$ cat src/rtl/mips_pkg.sv
// ============================================================================
// mips_pkg : shared encodings and the EX/MEM register layout for the MEM stage
// Revision: 1.0
// ============================================================================
`default_nettype none

package mips_pkg;

    localparam int TIMEOUT_DEFAULT = 15;

    typedef enum logic [1:0] {
        DSIZE_WORD = 2'b00,
        DSIZE_HALF = 2'b01,
        DSIZE_BYTE = 2'b10,
        DSIZE_RSVD = 2'b11
    } dsize_e;

    typedef enum logic [1:0] {
        ST_IDLE  = 2'b00,
        ST_WAIT  = 2'b01,
        ST_FAULT = 2'b10
    } state_e;

    typedef struct packed {
        logic        mem_wr;
        logic        mem_to_reg;
        logic        reg_wr;
        logic        branch;
        logic        zero;
        logic        jump;
        logic        jal;
        logic        loadext;
        dsize_e      dsize;
        logic [31:0] alu_out;
        logic [31:0] bus_b;
        logic [31:0] branch_target;
        logic [31:0] delayslot2;
        logic [4:0]  rw;
    } exmem_t;

endpackage

`default_nettype wire

$ cat src/rtl/load_align.sv
// ============================================================================
// load_align : big-endian lane select and zero/sign extension of load data
// Revision: 1.0
// ============================================================================
`default_nettype none

module load_align
    import mips_pkg::*;
(
    input  logic [31:0] rdata,
    input  dsize_e      dsize,
    input  logic [1:0]  offset,
    input  logic        sign_ext,
    output logic [31:0] data
);

    logic [7:0]  byte_sel;
    logic [15:0] half_sel;

    always_comb begin
        case (offset)
            2'd0:    byte_sel = rdata[31:24];
            2'd1:    byte_sel = rdata[23:16];
            2'd2:    byte_sel = rdata[15:8];
            default: byte_sel = rdata[7:0];
        endcase
        half_sel = offset[1] ? rdata[15:0] : rdata[31:16];

        case (dsize)
            DSIZE_BYTE: data = {{24{sign_ext & byte_sel[7]}}, byte_sel};
            DSIZE_HALF: data = {{16{sign_ext & half_sel[15]}}, half_sel};
            default:    data = rdata;
        endcase
    end

endmodule

`default_nettype wire

$ cat src/rtl/mem_stage.sv
// ============================================================================
// mem_stage : EX/MEM pipeline register, data-memory handshake, fault handling
// Revision: 1.0
// ============================================================================
`default_nettype none

module mem_stage
    import mips_pkg::*;
#(
    parameter int TIMEOUT = TIMEOUT_DEFAULT
) (
    input  logic        clk,
    input  logic        rst_n,
    input  logic        dMemWr,
    input  logic        dMemToReg,
    input  logic        dRegWr,
    input  logic        dBranch,
    input  logic        dZero,
    input  logic        dJump,
    input  logic        dJal,
    input  logic        dLoadext,
    input  logic [1:0]  dDsize,
    input  logic [31:0] dALUout,
    input  logic [31:0] dBusB,
    input  logic [31:0] dBranchTarget,
    input  logic [31:0] dDelayslot2,
    input  logic [4:0]  dRw,
    output logic        MemToReg,
    output logic        RegWr,
    output logic        Jal,
    output logic [4:0]  Rw,
    output logic [31:0] ALUout,
    output logic [31:0] MemData,
    output logic [31:0] Delayslot2,
    output logic        PCSrc,
    output logic [31:0] BranchTarget,
    output logic        mem_req,
    output logic        mem_we,
    output logic [31:0] mem_addr,
    output logic [31:0] mem_wdata,
    output logic [3:0]  mem_be,
    input  logic [31:0] mem_rdata,
    input  logic        mem_ack,
    output logic        Stall,
    output logic        MemFault
);

    localparam int CW = (TIMEOUT > 15) ? $clog2(TIMEOUT + 1) : 4;

    exmem_t          ex_d, ex_q;
    state_e          state, state_nx;
    logic [CW-1:0]   wait_cnt;
    logic [31:0]     mdata_q, load_fmt;
    logic [3:0]      be_lanes;
    logic            memop, misaligned, ack, fault, timeout_hit;

    assign ex_d = '{mem_wr: dMemWr, mem_to_reg: dMemToReg, reg_wr: dRegWr,
                    branch: dBranch, zero: dZero, jump: dJump, jal: dJal,
                    loadext: dLoadext, dsize: dsize_e'(dDsize), alu_out: dALUout,
                    bus_b: dBusB, branch_target: dBranchTarget,
                    delayslot2: dDelayslot2, rw: dRw};

    always_ff @(posedge clk or negedge rst_n) begin
        if (!rst_n) begin
            ex_q <= '0;
        end else if (!Stall) begin
            ex_q <= ex_d;
        end
    end

    assign memop = ex_q.mem_wr | ex_q.mem_to_reg;
    assign ack   = mem_req & mem_ack;
    // wait_cnt excludes the issuing IDLE cycle and the current cycle
    assign timeout_hit = (int'(wait_cnt) + 2 >= TIMEOUT);

    always_comb begin
        case (ex_q.dsize)
            DSIZE_HALF: misaligned = ex_q.alu_out[0];
            DSIZE_WORD: misaligned = |ex_q.alu_out[1:0];
            DSIZE_BYTE: misaligned = 1'b0;
            default:    misaligned = 1'b1;
        endcase
    end

    always_ff @(posedge clk or negedge rst_n) begin
        if (!rst_n) begin
            state    <= ST_IDLE;
            wait_cnt <= '0;
        end else begin
            state <= state_nx;
            if (state != ST_WAIT) begin
                wait_cnt <= '0;
            end else if (wait_cnt != '1) begin
                wait_cnt <= wait_cnt + 1'b1;
            end
        end
    end

    always_comb begin
        state_nx = state;
        mem_req  = 1'b0;
        fault    = 1'b0;
        case (state)
            ST_IDLE: begin
                if (memop && !misaligned) begin
                    mem_req = 1'b1;
                    if (!mem_ack) state_nx = ST_WAIT;
                end else if (memop) begin
                    fault = 1'b1;
                end
            end
            ST_WAIT: begin
                mem_req = 1'b1;
                if (mem_ack)          state_nx = ST_IDLE;
                else if (timeout_hit) state_nx = ST_FAULT;
            end
            ST_FAULT: begin
                fault    = 1'b1;
                state_nx = ST_IDLE;
            end
            default: state_nx = ST_IDLE;
        endcase
    end

    always_comb begin
        be_lanes  = 4'b1111;
        mem_wdata = ex_q.bus_b;
        case (ex_q.dsize)
            DSIZE_BYTE: begin
                be_lanes  = 4'b1000 >> ex_q.alu_out[1:0];
                mem_wdata = {4{ex_q.bus_b[7:0]}};
            end
            DSIZE_HALF: begin
                be_lanes  = ex_q.alu_out[1] ? 4'b0011 : 4'b1100;
                mem_wdata = {2{ex_q.bus_b[15:0]}};
            end
            default: ;
        endcase
    end

    load_align u_load_align (
        .rdata    (mem_rdata),
        .dsize    (ex_q.dsize),
        .offset   (ex_q.alu_out[1:0]),
        .sign_ext (ex_q.loadext),
        .data     (load_fmt)
    );

    always_ff @(posedge clk or negedge rst_n) begin
        if (!rst_n) begin
            mdata_q <= '0;
        end else if (ack) begin
            mdata_q <= load_fmt;
        end
    end

    assign Stall        = mem_req & ~mem_ack;
    assign MemFault     = fault;
    assign mem_be       = mem_req ? be_lanes : 4'b0000;
    assign mem_addr     = {ex_q.alu_out[31:2], 2'b00};
    assign mem_we       = ex_q.mem_wr;
    assign MemData      = ack ? load_fmt : mdata_q;
    assign RegWr        = ex_q.reg_wr & ~fault;
    assign MemToReg     = ex_q.mem_to_reg & ~fault;
    assign PCSrc        = ((ex_q.branch & ex_q.zero) | ex_q.jump) & ~Stall;
    assign BranchTarget = ex_q.branch_target;
    assign ALUout       = ex_q.alu_out;
    assign Rw           = ex_q.rw;
    assign Jal          = ex_q.jal;
    assign Delayslot2   = ex_q.delayslot2;

endmodule

`default_nettype wire

$ cat config.mk
export PLATFORM = sky130hd
export DESIGN_NAME = mem_stage
export DESIGN_NICKNAME = d
export VERILOG_FILES = /design/src/rtl/mips_pkg.sv /design/src/rtl/load_align.sv /design/src/rtl/mem_stage.sv
export SDC_FILE = /design/constraint.sdc
export NUM_CORES = 1
export LEC_CHECK = 0
export ABC_AREA = 1
export BUFFER_PORTS_ARGS = -buffer_cell sky130_fd_sc_hd__clkbuf_2
export CAP_MARGIN = 5
export CORE_MARGIN = 8
export CORE_UTILIZATION = 49
export CTS_CLUSTER_DIAMETER = 60
export CTS_CLUSTER_SIZE = 40
export DETAILED_ROUTE_END_ITERATION = 16
export GPL_TIMING_DRIVEN = 0
export PLACE_DENSITY = 0.84
export SLEW_MARGIN = 15
export SYNTH_ARGS = -nofsm -noshare
export SYNTH_HDL_FRONTEND = slang
export SYNTH_HIERARCHICAL = 1
export SYNTH_SLANG_ARGS = --single-unit
$ cat constraint.sdc
create_clock -name clk -period 2.23 [get_ports clk]
set_input_delay 0.223 -clock clk [delete_from_list [all_inputs] [get_ports clk]]
set_output_delay 0.223 -clock clk [all_outputs]
set_load 0.005 [all_outputs]
==> impl_metrics.csv, run 1 <==
group,metric,value,unit
timing,worstMarginPinSlew,0.637,ns
hold_path,holdPathEnd,"ALUout[0]$_DFFE_PN0N_",
placed_design,place_congestion,0.904,
routing,drc_errors,0,
synthesis,yosysSeqAreaShare,46.9,%
run_status,violations,"setup timing",
floorplanning,dieArea,24500,um^2
synthesis,synth_area_leaders,"dfrtp_1, nand2_1, buf_4, nand3_1, inv_1",
floorplanning,die_w,156,um
worst_setup_path,crit_chain,"inv_2 > ha_4 > nand2_1 > inv_2 > nand2_2 > nand2_4 > o21bai_4 > buf_12 > buf_8 > nand2_2 > nand3_1 > nand2_1 > clkbuf_2",
timing,fin_crit,2.57,ns
worst_setup_path,critPathKind,"flip-flop to output pin",
clocking,root_buffer,"clkbuf_16",
worst_setup_path,path_delay_family,"buffers and inverters",
run_status,status,"finished with violations",
routing,wl_per_cell,19.8,um
synthesis,ys_types,30,
global_routing,overflow,0,
floorplanning,core_area,19400,um^2
worst_setup_path,r2r_slack,-0.15,ns
synthesis,synth.top_cell.area_share,46.9,%
timing,setup_slack,-0.336,ns
floorplanning,start_util,49.8,%
worst_setup_path,worstPathRequired,2.01,ns
worst_setup_path,crit_arrival,2.34,ns
global_routing,grt_pass1_wl,63100,um
clocking,clock_path_buffers,2,
timing,rsz0062_at_grt,"true",
finish,fin_cells,2125,
timing,tns,-10.74,ns
finish,synthToLayoutAreaGrowth,61.3,%
worst_setup_path,r2r-end,"mdata_q[7]$_DFF_PN0_",
floorplanning,fp.dieH,156,um
global_routing,grt_max_degree,82,
floorplanning,rows,51,
clocking,clk_pin_slew_worst_paths,0.07,ns
hold_path,hold_path.class,"input pin to flip-flop",
clocking,cts_buffers,17,
power_and_ir_drop,ir_worst_vdd,0.806,mV
global_routing,antenna_found_initial,1,
clocking,clock_latency,0.43,ns
routing,drt_iter0_drc,1023,
finish,fillCellCount,1164,
hold_path,hp-start,"dALUout[0]",
timing,slew_violations,0,
clocking,cts_tree,"done",
placed_design,port_buffers,383,
synthesis,avgSynthCellArea,7.86,um^2
synthesis,ys_ff_latch,181,
placed_design,dpl.hpwl,25500,um
placed_design,dp_cells,1880,
routing,vias_per_cell,5.35,
worst_setup_path,critPathLaunchType,"flip-flop",
worst_setup_path,cp_max_fo,6,
clocking,cts.htree.levels,4,
global_routing,grt_pass1_vias,11796,
worst_setup_path,r2r_start,"ex_q[134]$_DFFE_PN0N_",
worst_setup_path,end_kind,"output pin",
timing,setup_viol,47,
synthesis,synth_area_leader_cell,"dfrtp_1",
clocking,cts_sinks,181,
routing,vias,11360,
worst_setup_path,crit_cells,13,
timing,max_freq,390,MHz
worst_setup_path,crit_path_top_delay_cell,"dfrtp_2",
power_and_ir_drop,p_leak,8.67,nW
routing,drtPass1Iterations,7,
timing,maxSlewHeadroom,57.5,%
finish,nets,2034,
floorplanning,io_pins,387,
worst_setup_path,critPathMaxStageDelay,0.51,ns
worst_setup_path,worst_r2r_path_depth,16,
timing,skew,0.0129,ns
finish,drive_above_1_share,44.6,%
power_and_ir_drop,power_density,1600,nW/um^2
synthesis,yosysWarnings,6,
synthesis,syn_area,9660,um^2
timing,min_period_over_period,115,%
synthesis,syn_inst,1229,
timing,hold_viol,0,
routing,wl,42000,um
routing,ant_nets,0,
hold_path,whs_path_depth,3,
flow_run,cap_violations,0,
worst_setup_path,worst-path-buf-inv,5,
global_routing,grtUsageTotal,32.9,%
## stage by stage
step                      hold WS [ns]  utilization, %  cell area, um^2  total power [mW]  worst slack (ns)
after global routing            0.0121            80.4            15600              26.3            -0.414
final                           0.0170            80.4            15600              24.9            -0.336
after CTS                      0.00245            77.7            15100              23.0            -0.225
after floorplan                -0.0726               -             9670              12.2             0.379
after detailed placement         0.177            61.8            12000              16.8            -0.126
after global placement           0.418            61.4            11900              16.5             -2.42
## placed cells by master (no fill, tap or decap), types with 6 or more instances in the layout
cell,count
ha_4,6
dfrtp_1,177
o21ai_1,10
nand2_2,55
inv_1,56
clkbuf_16,19
buf_6,62
buf_2,35
clkbuf_1,9
inv_6,7
inv_2,8
clkbuf_2,353
nand2_4,22
a21oi_1,15
nor2_1,27
dlygate4sd3_1,131
o22ai_1,8
buf_1,10
o21ai_0,15
nand3_1,166
buf_8,6
nand2_1,383
nand3_2,17
o22ai_2,7
buf_4,185
## synth_stat cells
library cell	count
a21oi_1	18
a21oi_2	1
a22oi_1	1
a311oi_1	1
buf_1	11
buf_2	25
buf_4	143
buf_6	13
clkbuf_1	18
clkinv_1	2
conb_1	1
dfrtp_1	181
ha_1	10
inv_1	64
inv_2	2
nand2_1	446
nand2_2	16
nand3_1	184
nand4_1	1
nor2_1	28
nor2_2	1
nor3_1	4
o211ai_1	1
o21a_1	5
o21ai_0	29
o21ai_1	3
o21bai_4	1
o22ai_1	16
o31ai_1	1
xnor2_1	2
## registers in the layout (all words and copies together), names as in the netlist
signal,cells
wait_cnt,4
ALUout,32
ex_q,40
BranchTarget,32
Rw,5
state,2
Delayslot2,32
Jal,1
mdata_q,32
mem_we,1
## cell families (layout without fill, tap and decap cells)
logic type,count (synthesis),in the layout,synth area share (%)
flops,181,181,46.9
buf+inv,278,906,17.7
xor+xnor,2,2,0.181
other cells,1,4,0.0388
fa+ha+maj,10,10,1.29
simple gates,680,680,29.3
compound gates,77,77,4.62
## final cells by class
| type | instances | area (um^2) | share of cell area (%) |
|---|---|---|---|
| flip-flops and latches | 181 | 4530 | 29.1 |
| repair buffers | 599 | 4250 | 27.3 |
| multi-input cells | 771 | 4040 | 25.9 |
| plain buffers | 208 | 1560 | 10.0 |
| clock buffers | 18 | 439 | 2.82 |
| well taps | 265 | 332 | 2.13 |
| inverters | 68 | 275 | 1.77 |
| clock inverters | 13 | 159 | 1.02 |
| diodes | 2 | 5.00 | 0.0321 |
## layer usage
metal / wire (um) / up-vias / global-route usage, %
li1: - / 4996 / -
met4: 2900 / 0 / 21.7
met3: 3780 / 233 / 8.19
met5: 0 / - / 0
met2: 20600 / 795 / 54.5
met1: 14800 / 5336 / 37.4
## power by group
group | switching, mW | leakage (nW) | internal, mW
logic | 8.10 | 6.19 | 7.77
clock network | 1.40 | 0.289 | 1.72
registers | 1.17 | 2.20 | 4.73
## worst max path at each step
stage | start | endpoint
3_3_place_gp | rst_n | ALUout[22]$_DFFE_PN0N_
5_1_grt | ex_q[134]$_DFFE_PN0N_ | MemData[21]
2_1_floorplan | ex_q[133]$_DFFE_PN0N_ | MemData[10]
3_5_place_dp | ex_q[133]$_DFFE_PN0N_ | MemData[2]
6_report | ex_q[133]$_DFFE_PN0N_ | MemData[27]
4_1_cts | ex_q[133]$_DFFE_PN0N_ | MemData[28]
## tightest hold or removal path, stage by stage
cell and delay, ns:
clkbuf_2 0.08, nand2_1 0.05, nand2_1 0.06
## repair_timing
action,in CTS,in global routing
endpoints found under the setup margin,63,73
pin swaps,35,32
hold endpoints to repair,173,0
resized for setup,165,149
setup buffers,75,22
gates cloned,5,2
hold buffers,131,0
Power figures use the tool's default switching activity.
==> run 2: changes to the inputs <==
==> constraint.sdc (replaced) <==
create_clock -name clk -period 2.23 [get_ports clk]
set_input_delay 0.446 -clock clk [delete_from_list [all_inputs] [get_ports clk]]
set_output_delay 0.446 -clock clk [all_outputs]
set_load 0.005 [all_outputs]
==> impl_metrics.csv, run 2 (synthesis results as in run 1) <==
group,metric,value,unit
finish,layout_common_cells,"nand2_1, clkbuf_2, buf_4",
run_status,status,"finished with violations",
finish,nets,1932,
global_routing,grt_pass1_wl,56800,um
timing,rsz0062_at_grt,"true",
floorplanning,core_area,19400,um^2
floorplanning,start_util,49.8,%
routing,ant_nets,0,
timing,min_period_over_period,129,%
global_routing,grt_pass1_vias,10712,
timing,maxSlewHeadroom,54.1,%
routing,vias_per_cell,5.28,
finish,seqCellArea,4530,um^2
worst_setup_path,critPathMaxStageDelay,0.51,ns
placed_design,place_congestion,0.904,
worst_setup_path,end_kind,"output pin",
clocking,cts_tree,"done",
floorplanning,rows,51,
floorplanning,fp.dieH,156,um
finish,synthToLayoutAreaGrowth,52.0,%
routing,wl_per_cell,19.5,um
floorplanning,dieArea,24500,um^2
timing,skew,0.0153,ns
finish,finalInstanceArea,14700,um^2
worst_setup_path,path_delay_family,"simple AND/OR/NAND/NOR gates",
power_and_ir_drop,power_density,1750,nW/um^2
timing,hold_slack,0.195,ns
finish,postLayoutCoreUtil,75.7,%
clocking,root_buffer,"clkbuf_16",
finish,drive_above_1_share,50.1,%
routing,wl,39400,um
clocking,cts.htree.levels,4,
global_routing,grtUsageTotal,29.7,%
routing,vias,10673,
flow_run,cap_violations,0,
routing,drt_iter0_drc,947,
global_routing,overflow,0,
finish,largest_reg_flops,40,
hold_path,hold_path.class,"input pin to flip-flop",
run_status,violations,"setup timing",
timing,slew_violations,0,
worst_setup_path,critPathKind,"flip-flop to output pin",
placed_design,placed_area,12000,um^2
worst_setup_path,crit_chain,"inv_2 > ha_4 > inv_2 > nor2_4 > buf_6 > nand3_1 > o21ai_0 > nand2_1 > nand2_2 > nand3_2 > nand2_2 > buf_2",
finish,multi_input_area,4100,um^2
floorplanning,die_w,156,um
timing,fin_crit,2.88,ns
finish,top_register,"ex_q",
global_routing,grt_max_degree,82,
clocking,clk_pin_slew_worst_paths,0.08,ns
finish,fillCellCount,1376,
floorplanning,io_pins,387,
clocking,clock_path_buffers,2,
power_and_ir_drop,ir_worst_vdd,0.758,mV
timing,max_freq,347,MHz
placed_design,port_buffers,383,
timing,worstMarginPinSlew,0.688,ns
routing,drtPass1Iterations,8,
placed_design,dpl.hpwl,25500,um
finish,mostFrequentLayoutCell,"nand2_1",
power_and_ir_drop,p_leak,8.31,nW
clocking,cts_buffers,17,
timing,hold_viol,0,
routing,drc_errors,0,
global_routing,antenna_found_initial,3,
worst_setup_path,cp_max_fo,7,
worst_setup_path,worstPathRequired,1.78,ns
timing,setup_viol,73,
worst_setup_path,worst-path-buf-inv,4,
worst_setup_path,critPathLaunchType,"flip-flop",
timing,setup_slack,-0.654,ns
worst_setup_path,crit_path_top_delay_cell,"dfrtp_2",
worst_setup_path,crit_arrival,2.44,ns
clocking,clock_latency,0.44,ns
clocking,cts_sinks,181,
==> run 2: area by class of cell <==
class | instances | area share, %
diodes | 1 | 0.0170
plain buffers | 208 | 10.7
clock buffers | 18 | 2.99
clock inverters | 13 | 1.08
inverters | 68 | 1.91
multi-input cells | 771 | 27.9
flip-flops and latches | 181 | 30.9
well taps | 265 | 2.26
repair buffers | 496 | 22.2
repair inverters | 1 | 0.0596
==> run 2: power breakdown <==
| part | leakage (nW) | internal, mW | switching (mW) |
|---|---|---|---|
| logic | 5.83 | 8.41 | 8.36 |
| clock network | 0.289 | 1.72 | 1.40 |
| registers | 2.20 | 4.73 | 1.13 |
==> run 2: worst min-delay path, stage by stage <==
cell	delay, ns
clkbuf_2	0.07
nand2_1	0.04
nand2_1	0.05
==> run 2: final timing paths <==
kind / startpoint / endpoint / slack, ns / cells past startpoint
max in group asynchronous: rst_n / ex_q[133]$_DFFE_PN0N_ / 0.64 / 4
worst max register to register: ex_q[133]$_DFFE_PN0N_ / mdata_q[14]$_DFF_PN0_ / -0.44 / 19
min in group asynchronous: rst_n / BranchTarget[18]$_DFFE_PN0N_ / 0.51 / 2
worst min register to register: mdata_q[17]$_DFF_PN0_ / mdata_q[17]$_DFF_PN0_ / 0.51 / 2
worst min-delay path: dALUout[3] / ALUout[3]$_DFFE_PN0N_ / 0.19 / 3
worst max-delay path: ex_q[133]$_DFFE_PN0N_ / MemData[1] / -0.65 / 12
==> run 2: metrics by stage <==
| step | instances | setup slack [ns] | power (mW) | TNS, ns |
|---|---|---|---|---|
| 2_1_floorplan | 1230 | 0.156 | 12.2 | 0 |
| 4_1_cts | 2006 | -0.448 | 23.4 | -21.51 |
| 6_report | 2022 | -0.654 | 25.7 | -26.54 |
| 5_1_grt | 2021 | -0.728 | 27.2 | -32.04 |
| 3_5_place_dp | 1880 | -0.349 | 16.8 | -14.15 |
| 3_3_place_gp | 1878 | -2.65 | 16.5 | -487.63 |
==> run 2: repair_timing <==
action | 4_1_cts | 5_1_grt
endpoints found under the setup margin | 66 | 74
gates cloned | 4 | 3
setup buffers | 91 | 25
gates resized for setup | 184 | 176
pin swaps | 37 | 43
hold buffers | 1 | 0
hold endpoints to repair | 43 | 0
==> run 2: per-layer routing <==
metal | GRT usage [%] | vias to the layer above | wire length [um]
met1 | 34.3 | 4949 | 14200
met4 | 15.5 | 6 | 2350
met2 | 49.5 | 711 | 19000
met3 | 8.33 | 223 | 3760
li1 | - | 4784 | -
met5 | 0 | - | 45
==> run 3: changes to the inputs <==
--- a/config.mk
+++ b/config.mk
@@ -15,5 +15,6 @@
 export DETAILED_ROUTE_END_ITERATION = 16
 export GPL_TIMING_DRIVEN = 0
-export PLACE_DENSITY = 0.84
+export PLACE_DENSITY = 0.81
+export REMOVE_ABC_BUFFERS = 1
 export SLEW_MARGIN = 15
 export SYNTH_ARGS = -nofsm -noshare
==> constraint.sdc (replaced) <==
create_clock -name clk -period 2.23 [get_ports clk]
set_input_delay 0.1115 -clock clk [delete_from_list [all_inputs] [get_ports clk]]
set_output_delay 0.1115 -clock clk [all_outputs]
set_load 0.005 [all_outputs]
==> impl_metrics.csv, run 3 (synthesis results as in run 1) <==
group,metric,value,unit
global_routing,grtUsageTotal,30.1,%
global_routing,overflow,0,
worst_setup_path,worst-path-buf-inv,5,
routing,drc_errors,0,
finish,nets,1850,
routing,drtPass1Iterations,6,
floorplanning,io_pins,387,
clocking,clock_path_buffers,2,
worst_setup_path,crit_chain,"buf_4 > inv_1 > ha_4 > inv_2 > a21oi_4 > o21bai_4 > clkbuf_16 > nand2_1 > nand3_1 > nand2_2 > clkbuf_2",
clocking,root_buffer,"clkbuf_16",
worst_setup_path,r2r_slack,-0.25,ns
routing,ant_nets,0,
timing,skew,0.0169,ns
timing,setup_viol,132,
hold_path,hold_path.class,"input pin to flip-flop",
routing,top_layer_used,"met5",
worst_setup_path,r2r_start,"ex_q[133]$_DFFE_PN0N_",
finish,postLayoutCoreUtil,76.5,%
routing,met1_length,14700,um
global_routing,grt_max_degree,98,
worst_setup_path,path_delay_family,"buffers and inverters",
clocking,cts_sinks,181,
worst_setup_path,worstPathRequired,2.12,ns
routing,vias_per_cell,5.97,
floorplanning,core_area,19400,um^2
routing,wl_per_cell,24.4,um
timing,slew_violations,0,
routing,wl,47500,um
routing,drt_iter0_drc,1471,
placed_design,dpl.hpwl,20800,um
power_and_ir_drop,p_leak,8.00,nW
worst_setup_path,critPathKind,"flip-flop to output pin",
floorplanning,rows,51,
power_and_ir_drop,ir_worst_vdd,0.774,mV
finish,seqCellArea,4540,um^2
run_status,violations,"setup timing",
timing,rsz0062_at_grt,"true",
timing,setup_slack,-0.275,ns
placed_design,port_buffers,384,
finish,drive_above_1_share,44.2,%
clocking,clock_latency,0.44,ns
finish,largest_reg_flops,40,
routing,vias,11596,
timing,fin_crit,2.51,ns
placed_design,place_congestion,0.909,
timing,hold_viol,0,
worst_setup_path,critPathLaunchType,"flip-flop",
power_and_ir_drop,power_density,1610,nW/um^2
floorplanning,fp.dieH,156,um
worst_setup_path,end_kind,"output pin",
floorplanning,dieArea,24500,um^2
finish,mostFrequentLayoutCell,"clkbuf_2",
floorplanning,start_util,49.8,%
run_status,status,"finished with violations",
floorplanning,die_w,156,um
clocking,cts_tree,"done",
finish,top_register,"ex_q",
worst_setup_path,crit_arrival,2.39,ns
worst_setup_path,cp_max_fo,8,
clocking,cts.htree.levels,4,
worst_setup_path,critPathMaxStageDelay,0.47,ns
flow_run,cap_violations,0,
worst_setup_path,crit_path_start,"ex_q[134]$_DFFE_PN0N_",
hold_path,hp-start,"mem_rdata[5]",
global_routing,grt_pass1_vias,10759,
placed_design,pre_cts_slack,-1.09,ns
timing,maxSlewHeadroom,17.6,%
global_routing,antenna_found_initial,3,
timing,max_freq,399,MHz
timing,worstMarginPinSlew,1.24,ns
finish,multi_input_area,4440,um^2
routing,met2WireLength,22500,um
clocking,clk_pin_slew_worst_paths,0.07,ns
routing,wl_met3,6340,um
clocking,cts_buffers,17,
global_routing,grt_pass1_wl,57700,um
timing,min_period_over_period,112,%
finish,synthToLayoutAreaGrowth,53.5,%
finish,fillCellCount,1117,
timing,hold_slack,0.0852,ns
worst_setup_path,crit_path_top_delay_cell,"dfrtp_2",
finish,layout_common_cells,"clkbuf_2, nand2_1, nand3_1",
## run 3: what timing repair did
item                                   CTS  global route
pin swaps                               21            24
setup endpoints to repair              238           194
buffers inserted                        33            27
cloned                                  13            21
resized for setup                       88           253
endpoints found under the hold margin  234             0
hold buffers                           144             0
## run 3: power breakdown
part	total [mW]	switching [mW]	internal, mW	leakage, nW
Sequential	5.96	1.24	4.72	2.20
Clock	3.14	1.60	1.54	0.290
Combinational	14.8	8.61	6.20	5.51
## run 3: final timing paths
kind                                         endpoint  cells after the start
max                                       MemData[18]                     11
min reg2reg                     mdata_q[12]$_DFF_PN0_                      2
min                              mdata_q[5]$_DFF_PN0_                      5
max reg2reg                      ex_q[71]$_DFFE_PN0N_                     13
max in group asynchronous  Delayslot2[17]$_DFFE_PN0N_                      3
min in group asynchronous       mdata_q[22]$_DFF_PN0_                      2
## run 3: per-layer routing
layer | global-route usage [%] | vias up
met5 | 0 | -
met4 | 19.3 | 4
met3 | 8.94 | 376
met2 | 49.9 | 1218
met1 | 33.3 | 5355
li1 | - | 4643
## run 3: through the flow
step	setup TNS (ns)	instances	instance area (um^2)	power (mW)
after floorplan	-839.51	1020	8210	6.90
after global placement	-2045.02	1669	10500	7.60
after detailed placement	-150.43	1674	10600	14.3
after CTS	-2.75	1895	13500	20.2
after global routing	-24.29	1941	14800	24.9
final	-11.28	1943	14800	23.9
## run 3: cell type report
type | instances | share of cell area (%)
timing repair buffer | 613 | 31.2
sequential | 181 | 30.6
multi-input combinational | 780 | 29.9
clock buffer | 18 | 2.96
tap | 265 | 2.23
inverter | 68 | 1.94
clock inverter | 14 | 1.05
timing repair inverter | 1 | 0.0506
antenna | 3 | 0.0506
## run 3: worst min-delay path, stage by stage
cell and delay [ns]:
clkbuf_2 0.09, nand2_1 0.07, nand2_1 0.06, nand3_1 0.09
nand2_2 0.06
